### src/rtl/loteria_arbiter.sv
// Lottery terminal arbiter: round-robin grant of four ticket requesters onto
// a shared digit checker, sequencing clear/insert/finish and returning results.
module loteria_arbiter #(
    parameter int unsigned TIMEOUT = 64
) (
    input  logic        clk,
    input  logic        reset,
    input  logic [3:0]  i_req,
    input  logic [79:0] i_ticket,
    output logic [3:0]  o_gnt,
    output logic        o_busy,
    output logic        o_chk_reset,
    output logic [3:0]  o_chk_num,
    output logic        o_chk_insert,
    output logic        o_chk_finish,
    input  logic        i_chk_done,
    input  logic [1:0]  i_chk_prize,
    input  logic        i_chk_win,
    output logic        o_rsp_valid,
    output logic [1:0]  o_rsp_id,
    output logic [1:0]  o_rsp_prize,
    output logic        o_rsp_win,
    output logic        o_rsp_timeout,
    output logic        o_rsp_invalid,
    output logic [7:0]  o_err_cnt
);

    localparam int unsigned CNT_W     = $clog2(TIMEOUT + 1);
    localparam int unsigned TICKET_W  = 20;
    localparam int unsigned DIGIT_W   = 4;
    localparam int unsigned LAST_DIG  = 4;

    typedef enum logic [2:0] {
        S_IDLE,
        S_GRANT,
        S_CLR,
        S_DIG,
        S_GAP,
        S_FIN,
        S_WAIT,
        S_RESP
    } state_t;

    state_t                r_state;
    logic [1:0]            r_ptr;
    logic [1:0]            r_id;
    logic [TICKET_W-1:0]   r_ticket;
    logic [2:0]            r_k;
    logic [CNT_W-1:0]      r_cnt;

    state_t                w_state_nxt;
    logic [1:0]            w_ptr_nxt;
    logic [1:0]            w_id_nxt;
    logic [TICKET_W-1:0]   w_ticket_nxt;
    logic [2:0]            w_k_nxt;
    logic [CNT_W-1:0]      w_cnt_nxt;

    logic [3:0]            w_gnt_nxt;
    logic                  w_chk_reset_nxt;
    logic [3:0]            w_chk_num_nxt;
    logic                  w_chk_insert_nxt;
    logic                  w_chk_finish_nxt;
    logic                  w_rsp_valid_nxt;
    logic [1:0]            w_rsp_id_nxt;
    logic [1:0]            w_rsp_prize_nxt;
    logic                  w_rsp_win_nxt;
    logic                  w_rsp_timeout_nxt;
    logic                  w_rsp_invalid_nxt;
    logic [7:0]            w_err_cnt_nxt;

    logic [1:0]            w_pick;
    logic [1:0]            w_idx;
    logic                  w_found;
    logic [TICKET_W-1:0]   w_pick_ticket;
    logic                  w_bad;
    logic [7:0]            w_err_inc;
    logic [CNT_W-1:0]      w_cnt_inc;

    // Digit k of a ticket, digit 0 being the most significant nibble
    function automatic logic [DIGIT_W-1:0] f_digit(input logic [TICKET_W-1:0] t,
                                                   input logic [2:0] k);
        logic [DIGIT_W-1:0] d;
        case (k)
            3'd0:    d = t[19:16];
            3'd1:    d = t[15:12];
            3'd2:    d = t[11:8];
            3'd3:    d = t[7:4];
            default: d = t[3:0];
        endcase
        return d;
    endfunction

    // Round-robin search starting one past the last served terminal
    always_comb begin
        w_pick  = '0;
        w_idx   = '0;
        w_found = 1'b0;
        for (int i = 1; i <= 4; i++) begin
            w_idx = r_ptr + 2'(i);
            if (!w_found && i_req[w_idx]) begin
                w_found = 1'b1;
                w_pick  = w_idx;
            end
        end
    end

    // Ticket of the terminal chosen by the search
    always_comb begin
        case (w_pick)
            2'd0:    w_pick_ticket = i_ticket[19:0];
            2'd1:    w_pick_ticket = i_ticket[39:20];
            2'd2:    w_pick_ticket = i_ticket[59:40];
            default: w_pick_ticket = i_ticket[79:60];
        endcase
    end

    assign w_bad = (r_ticket[19:16] > 4'd9) | (r_ticket[15:12] > 4'd9) |
                   (r_ticket[11:8]  > 4'd9) | (r_ticket[7:4]   > 4'd9) |
                   (r_ticket[3:0]   > 4'd9);

    assign w_err_inc = (o_err_cnt == 8'hFF) ? o_err_cnt : o_err_cnt + 8'd1;
    assign w_cnt_inc = r_cnt + CNT_W'(1);

    // Next-state and next-output logic; outputs describe the state being entered
    always_comb begin
        w_state_nxt       = r_state;
        w_ptr_nxt         = r_ptr;
        w_id_nxt          = r_id;
        w_ticket_nxt      = r_ticket;
        w_k_nxt           = r_k;
        w_cnt_nxt         = r_cnt;
        w_gnt_nxt         = '0;
        w_chk_reset_nxt   = 1'b0;
        w_chk_num_nxt     = o_chk_num;
        w_chk_insert_nxt  = 1'b0;
        w_chk_finish_nxt  = 1'b0;
        w_rsp_valid_nxt   = 1'b0;
        w_rsp_id_nxt      = '0;
        w_rsp_prize_nxt   = '0;
        w_rsp_win_nxt     = 1'b0;
        w_rsp_timeout_nxt = 1'b0;
        w_rsp_invalid_nxt = 1'b0;
        w_err_cnt_nxt     = o_err_cnt;

        case (r_state)
            S_IDLE: begin
                if (|i_req) begin
                    w_id_nxt     = w_pick;
                    w_ticket_nxt = w_pick_ticket;
                    w_gnt_nxt    = 4'b0001 << w_pick;
                    w_state_nxt  = S_GRANT;
                end
            end
            S_GRANT: begin
                if (w_bad) begin
                    w_state_nxt       = S_RESP;
                    w_rsp_valid_nxt   = 1'b1;
                    w_rsp_id_nxt      = r_id;
                    w_rsp_invalid_nxt = 1'b1;
                    w_err_cnt_nxt     = w_err_inc;
                    w_ptr_nxt         = r_id;
                end else begin
                    w_state_nxt     = S_CLR;
                    w_chk_reset_nxt = 1'b1;
                end
            end
            S_CLR: begin
                w_k_nxt          = 3'd0;
                w_chk_insert_nxt = 1'b1;
                w_chk_num_nxt    = f_digit(r_ticket, 3'd0);
                w_state_nxt      = S_DIG;
            end
            S_DIG: begin
                w_state_nxt = S_GAP;
            end
            S_GAP: begin
                if (r_k == 3'(LAST_DIG)) begin
                    w_chk_finish_nxt = 1'b1;
                    w_cnt_nxt        = '0;
                    w_state_nxt      = S_FIN;
                end else begin
                    w_k_nxt          = r_k + 3'd1;
                    w_chk_insert_nxt = 1'b1;
                    w_chk_num_nxt    = f_digit(r_ticket, r_k + 3'd1);
                    w_state_nxt      = S_DIG;
                end
            end
            S_FIN: begin
                w_state_nxt = S_WAIT;
            end
            S_WAIT: begin
                if (i_chk_done) begin
                    w_state_nxt     = S_RESP;
                    w_rsp_valid_nxt = 1'b1;
                    w_rsp_id_nxt    = r_id;
                    w_rsp_prize_nxt = i_chk_prize;
                    w_rsp_win_nxt   = i_chk_win;
                    w_ptr_nxt       = r_id;
                end else if (w_cnt_inc == CNT_W'(TIMEOUT)) begin
                    w_state_nxt       = S_RESP;
                    w_rsp_valid_nxt   = 1'b1;
                    w_rsp_id_nxt      = r_id;
                    w_rsp_timeout_nxt = 1'b1;
                    w_err_cnt_nxt     = w_err_inc;
                    w_ptr_nxt         = r_id;
                end else begin
                    w_cnt_nxt = w_cnt_inc;
                end
            end
            S_RESP: begin
                w_state_nxt = S_IDLE;
            end
            default: begin
                w_state_nxt = S_IDLE;
            end
        endcase
    end

    // State, context and output registers with synchronous reset
    always_ff @(posedge clk) begin
        if (reset) begin
            r_state       <= S_IDLE;
            r_ptr         <= 2'd3;
            r_id          <= '0;
            r_ticket      <= '0;
            r_k           <= '0;
            r_cnt         <= '0;
            o_gnt         <= '0;
            o_busy        <= 1'b0;
            o_chk_reset   <= 1'b0;
            o_chk_num     <= '0;
            o_chk_insert  <= 1'b0;
            o_chk_finish  <= 1'b0;
            o_rsp_valid   <= 1'b0;
            o_rsp_id      <= '0;
            o_rsp_prize   <= '0;
            o_rsp_win     <= 1'b0;
            o_rsp_timeout <= 1'b0;
            o_rsp_invalid <= 1'b0;
            o_err_cnt     <= '0;
        end else begin
            r_state       <= w_state_nxt;
            r_ptr         <= w_ptr_nxt;
            r_id          <= w_id_nxt;
            r_ticket      <= w_ticket_nxt;
            r_k           <= w_k_nxt;
            r_cnt         <= w_cnt_nxt;
            o_gnt         <= w_gnt_nxt;
            o_busy        <= (w_state_nxt != S_IDLE);
            o_chk_reset   <= w_chk_reset_nxt;
            o_chk_num     <= w_chk_num_nxt;
            o_chk_insert  <= w_chk_insert_nxt;
            o_chk_finish  <= w_chk_finish_nxt;
            o_rsp_valid   <= w_rsp_valid_nxt;
            o_rsp_id      <= w_rsp_id_nxt;
            o_rsp_prize   <= w_rsp_prize_nxt;
            o_rsp_win     <= w_rsp_win_nxt;
            o_rsp_timeout <= w_rsp_timeout_nxt;
            o_rsp_invalid <= w_rsp_invalid_nxt;
            o_err_cnt     <= w_err_cnt_nxt;
        end
    end

endmodule

### config.mk
export PLATFORM = sky130hd
export DESIGN_NAME = loteria_arbiter
export DESIGN_NICKNAME = d
export VERILOG_FILES = /design/src/rtl/loteria_arbiter.sv
export SDC_FILE = /design/constraint.sdc
export NUM_CORES = 1
export LEC_CHECK = 0
export ABC_AREA = 1
export BUFFER_PORTS_ARGS = -buffer_cell sky130_fd_sc_hd__buf_2
export CAP_MARGIN = 20
export CORE_MARGIN = 10
export CORE_UTILIZATION = 45
export DETAILED_ROUTE_END_ITERATION = 8
export PLACE_DENSITY = 0.79
export RECOVER_POWER = 50
export SYNTH_ARGS = -nofsm -noshare
export SYNTH_HDL_FRONTEND = slang
export SYNTH_SLANG_ARGS = --single-unit
### constraint.sdc
create_clock -name clk -period 2.01 [get_ports clk]
set_input_delay 0.1005 -clock clk [delete_from_list [all_inputs] [get_ports clk]]
set_output_delay 0.1005 -clock clk [all_outputs]
set_load 0.02 [all_outputs]
Word level (Yosys, flattened, before mapping). Index checks and enable logic that the tools add are counted.

Bits in registers: 65. Input port bits: 90. Output and inout bits: 28. Logic and storage cells: 143.

Add/sub/neg operators: 6. Magnitude comparators: 9. Equality and inequality tests: 22. Shift-type cells: 1. Multiplexer cells: 52. Bitwise operators: 10. Reductions and logical operators: 24.

Operators with widths (number): $pmux 20 s3 (1); $mux 8 (4); $pmux 3 s8 (1); $mux 7 (3); $gt 4x4->1 const B (5); $mux 2 (10); $mux 3 (6); $pmux 4 s4 (1); $pmux 8 s2 (1); $eq 3x3->1 const B (5); $pmux 7 s2 (1); $mux 1 (13); $eq 3x2->1 const B (4); $lt 2x3->1 const B (4); $ne 2x2->1 const B (6); $reduce_or 3->1 (3); $add 8x1->8 const B (1); $bmux 1 s2 (4); $eq 8x8->1 const B (1); $pmux 2 s2 (2); $pmux 4 s2 (1); $reduce_and 4->1 (2); $add 7x1->7 const B (1); $eq 7x7->1 const B (1); 23 further kinds (43).

Depth between registers and ports, before layout.
Word-level depth: 15. Depth in mapped cells: 16. Gate-level depth less buffers: 15.

Least setup slack after synthesis. OpenSTA, ideal clock, no wires.

Kind: reg2reg. From: reg r_ptr[0]. To: reg r_ticket[10]. Library setup time: 132 ps. Arrival: 1708 ps. Required time: 1878 ps. Slack: 170 ps. Cell stages (with the launch flop): 16. Buffers on the path: 3. Clock period less this slack: 1840 ps. Path through: dfxtp_1 > buf_4 > nand2_2 > nand2_1 > nand2_1 > nand2_4 > nor2_8 > nand2_2 > nand3_4 > nand2_2 > buf_6 > buf_6 > o21bai_1 > nand3_1 > nand2_1 > a21oi_1.

Word-level cells in the longest chain between the ends: 15. Elaborated cells on any way between the ends: 28. Those cells by class: add/sub (3); eq/ne (2); mux (16); reduce/logical (7).

RTL lines: start: declaration (line 45) `logic [1:0] r_ptr;`; start signal: assignment (line 243) `r_ptr <= w_ptr_nxt;`; $add 2x1->2 (line 99) `w_idx = r_ptr + 2'(i);`; $bmux 1 s2 (line 100) `if (!w_found && i_req[w_idx]) begin`; $mux 1 (not written as such) (line 100); $mux 1 (line 100); $logic_not 1->1 (line 100); $logic_and 1x1->1 (line 100); $mux 1 (line 100); $logic_not 1->1 (line 100); $logic_and 1x1->1 (line 100); $mux 1 (line 100); $logic_not 1->1 (line 100); $logic_and 1x1->1 (line 100); $mux 2 (*) (line 100); $eq 2x2->1, or another cell as far along (line 109) `case (w_pick)`; $pmux 20 s3 (*) (line 109); end signal: assignment (line 245) `r_ticket <= w_ticket_nxt;`; end: declaration (line 47) `logic [TICKET_W-1:0] r_ticket;`.

Mark *: on every way between the ends. The rest lies on a longest branch, timed or not. The select of a mux whose other input is x is not followed. A chain may end at the register's enable or synchronous reset.

Final worst setup path.
From: reg r_ptr[0]. To: reg r_ticket[2].

The elaborated chain is that of the path after synthesis.

==> results.py <==
metrics = {
    "status": {
        "status": "finished, violations left",
        "violations": "setup timing",
    },
    "setup_path": {
        "r2r_cells": 14,
        "r2r_start": "r_ptr[0]",
        "critPathLaunch": "r_ptr[0]",
        "regToRegSetupSlack_ps": -150,
        "critPathCaptureType": "register",
        "worstSetupPathType": "register to register",
        "start_kind": "register",
        "required_ps": 2240,
        "r2r_end": "r_ticket[2]",
        "crit_fanout": 9,
        "cp.arrival_ps": 2390,
    },
    "clock_network": {
        "clock_path_buffers": 2,
        "cts_tree": "done",
        "cts.sinks": 65,
        "insertion_delay_ps": 360,
        "htreeDepth": 3,
        "root_buffer": "clkbuf_8",
        "cts_buffers": 9,
        "path_clk_slew_ps": 80,
    },
    "sta": {
        "setup_tns_ps": -1390,
        "fin_ws_ps": -154,
        "setup_viol": 20,
        "finClkSkew_ps": 13.3,
        "hold_violations": 0,
        "hold_slack_ps": 99.9,
        "slew_headroom_pct": 63.5,
        "maxSlewViolCount": 0,
        "worst_pin_slew_ps": 543,
        "period_share_pct": 108,
        "rsz0062_at_grt": "true",
        "timing.final.crit_period_ps": 2160,
        "clock.fmax_mhz": 462,
    },
    "floorplan": {
        "rows": 34,
        "dieArea_um2": 13200,
        "fp.dieW_um": 115,
        "initial_core_util_pct": 46.4,
        "core_um2": 8760,
        "dieHeight_um": 115,
        "io_pins": 118,
    },
    "route": {
        "routed_wl_um": 15000,
        "viasPerCell": 5.60,
        "vias": 5002,
        "drt_iter0_markers": 453,
        "wl_per_cell_um": 16.8,
        "drcViolationCount": 0,
        "drtAntennaViolNets": 0,
        "drt-pass1-iter-count": 6,
    },
    "global_routing": {
        "grt_overflow_total": 0,
        "grt_pass1_vias": 4381,
        "grt_use_total_pct": 18.5,
        "met2_usage_pct": 27.8,
        "grt_pass1_wl_um": 20300,
        "grt_util_met1_pct": 23.4,
        "grt_max_degree": 45,
        "grt.busiest_layer": "met2",
        "antenna_found_initial": 0,
        "use_met3_pct": 6.88,
    },
    "yosys": {
        "syn-instance-count": 620,
        "syn_nets": 718,
        "synth_xor_area_share_pct": 1.51,
        "synth-simple-area-share_pct": 38.3,
        "ys_types": 36,
        "seq_area_frac_synth_pct": 32.0,
        "synth_flop_cell": "dfxtp_1",
        "netlist_top_cells_count": "160 x nand2_1, 85 x inv_1, 65 x dfxtp_1, 46 x nand3_1, 44 x nor2_1",
        "ys_warn_count": 0,
        "synth_fa_ha_area_share_pct": 2.46,
        "yosys.area.top_type": "dfxtp_1",
        "synth_edf_count": 0,
        "synthTopCellsByArea": "dfxtp_1 32%, nand2_1 15%, inv_1 7.8%",
        "yosysMostFrequentCell": "nand2_1",
        "synth_compound_area_share_pct": 13.9,
        "synthMuxAreaShare_pct": 0,
        "ys_seq_elements": 65,
        "synth_top_family_by_area": "simple AND/OR/NAND/NOR gates",
        "synthesis.area_um2": 4070,
        "async_flop_share_pct": 0,
        "synth.avg_cell_area_um2": 6.56,
        "synth_top_area_share_pct": 32.0,
    },
    "power": {
        "peakVddDrop_mv": 0.935,
        "power.total_mw": 9.54,
        "p_per_area_nw_per_um2": 1640,
        "cellLeakagePower_nw": 2.83,
    },
    "layout": {
        "area_growth_pct": 43.0,
        "final_nets": 879,
        "drive_above_1_share_pct": 29.9,
        "final_cells": 894,
        "final_area_um2": 5820,
        "diodes": 0,
        "utilization_pct": 66.4,
    },
    "hold_path": {
        "hold_depth": 5,
        "holdCritStartpoint": "i_ticket[58]",
        "hold_end": "r_ticket[18]",
        "hold_path.class": "input port to register",
    },
    "placed_design": {
        "hpwl_um": 9270,
        "routabilityCongestion": 0.902,
        "dp_slack_ps": -338,
        "io_buffer_count": 117,
        "dp.cells": 843,
        "placed_cell_area_um2": 4860,
    },
    "flow_run": {
        "drv_cap": 0,
    },
}
worst max-delay path by stage:
stage	end	slack [ps]	cells past startpoint
floorplan	r_ticket[10]	170	15
global placement	r_ticket[13]	-280	14
detailed placement	r_ticket[4]	-340	12
CTS	r_ticket[0]	10	13
global route	r_ticket[2]	-260	14
finish	r_ticket[2]	-150	14
layer usage:
layer  vias up  part of all wire [%]  routed length, µm
li1       2345                     -                  -
met1      2257                    40               5970
met2       335                    45               6790
met3        65                    11               1630
met4         0                   4.3                639
met5         -                     0                  0
logic make-up after synthesis:
kind of cell | after synthesis
and+or+nand+nor | 326
adders and majority gates | 8
DFF | 65
xor gates and xnor gates | 7
AOI/OAI and AO/OA | 99
buffers and inverters | 115
cell type report:
| class | instances | area [µm²] |
|---|---|---|
| Sequential cell | 65 | 1310 |
| Timing Repair Buffer | 172 | 1220 |
| Tap cell | 108 | 135 |
| Fill cell | 703 | 2950 |
| Clock buffer | 11 | 141 |
| Inverter | 88 | 343 |
| Clock inverter | 5 | 103 |
| Multi-Input combinational cell | 445 | 2560 |
critical path: stages (launching register included):
cell,delay (ps)
dfxtp_4,390
buf_6,140
nand2_2,60
nand2_2,100
nand2_4,60
nand2_4,100
nand4_1,180
nand3_4,180
nand2_8,100
buf_12,150
buf_6,130
o21bai_1,150
nand3_1,110
nand2_1,110
a21oi_1,70
flip-flops by register name, indices dropped and copies added (netlist names):
signal / flops
o_rsp_win: 1
r_state: 3
r_cnt: 7
o_chk_num: 4
o_chk_insert: 1
r_ptr: 2
r_ticket: 20
o_rsp_invalid: 1
o_busy: 1
r_id: 2
o_gnt: 4
r_k: 3
o_rsp_id: 2
o_chk_reset: 1
o_rsp_timeout: 1
o_err_cnt: 8
o_rsp_prize: 2
o_chk_finish: 1
o_rsp_valid: 1
repair_timing:
item	4_1_cts	5_1_grt
endpoints found under the hold margin	4	0
gates cloned	2	13
resized for setup	7	88
pin swaps	1	30
hold buffers	4	0
endpoints found under the setup margin	20	35
buffers inserted	0	16
cells in the final DEF (no fill, tap or decap), types with 4 or more instances in the layout:
master         Yosys  routed
nand2_1          160     139
buf_2              9      89
inv_1             85      81
dfxtp_1           65      60
nand3_1           46      40
nor2_1            44      40
a21oi_1           43      36
clkbuf_1          11      30
buf_4              2      26
o21ai_0           26      24
nand2_2            8      21
nand3b_1          21      21
nand4_1           19      19
o21bai_1          12      12
nand2_4            4      11
nor3_1            12      11
clkbuf_8           0      10
nor2_4             3       9
buf_6              4       9
a21oi_2            0       7
ha_1               8       7
clkbuf_16          0       7
buf_12             0       7
nand3_2            0       6
xor2_1             6       5
a31oi_1            5       5
nor2_2             1       4
inv_2              3       4
a311oi_1           4       4
o211ai_1           4       4
dlygate4sd3_1      0       4
report_power, final:
part           switching, mW  internal, mW
Clock                  0.539         0.856
Combinational           3.55          2.58
Sequential             0.321          1.69
(Power assumes the default switching activity.)
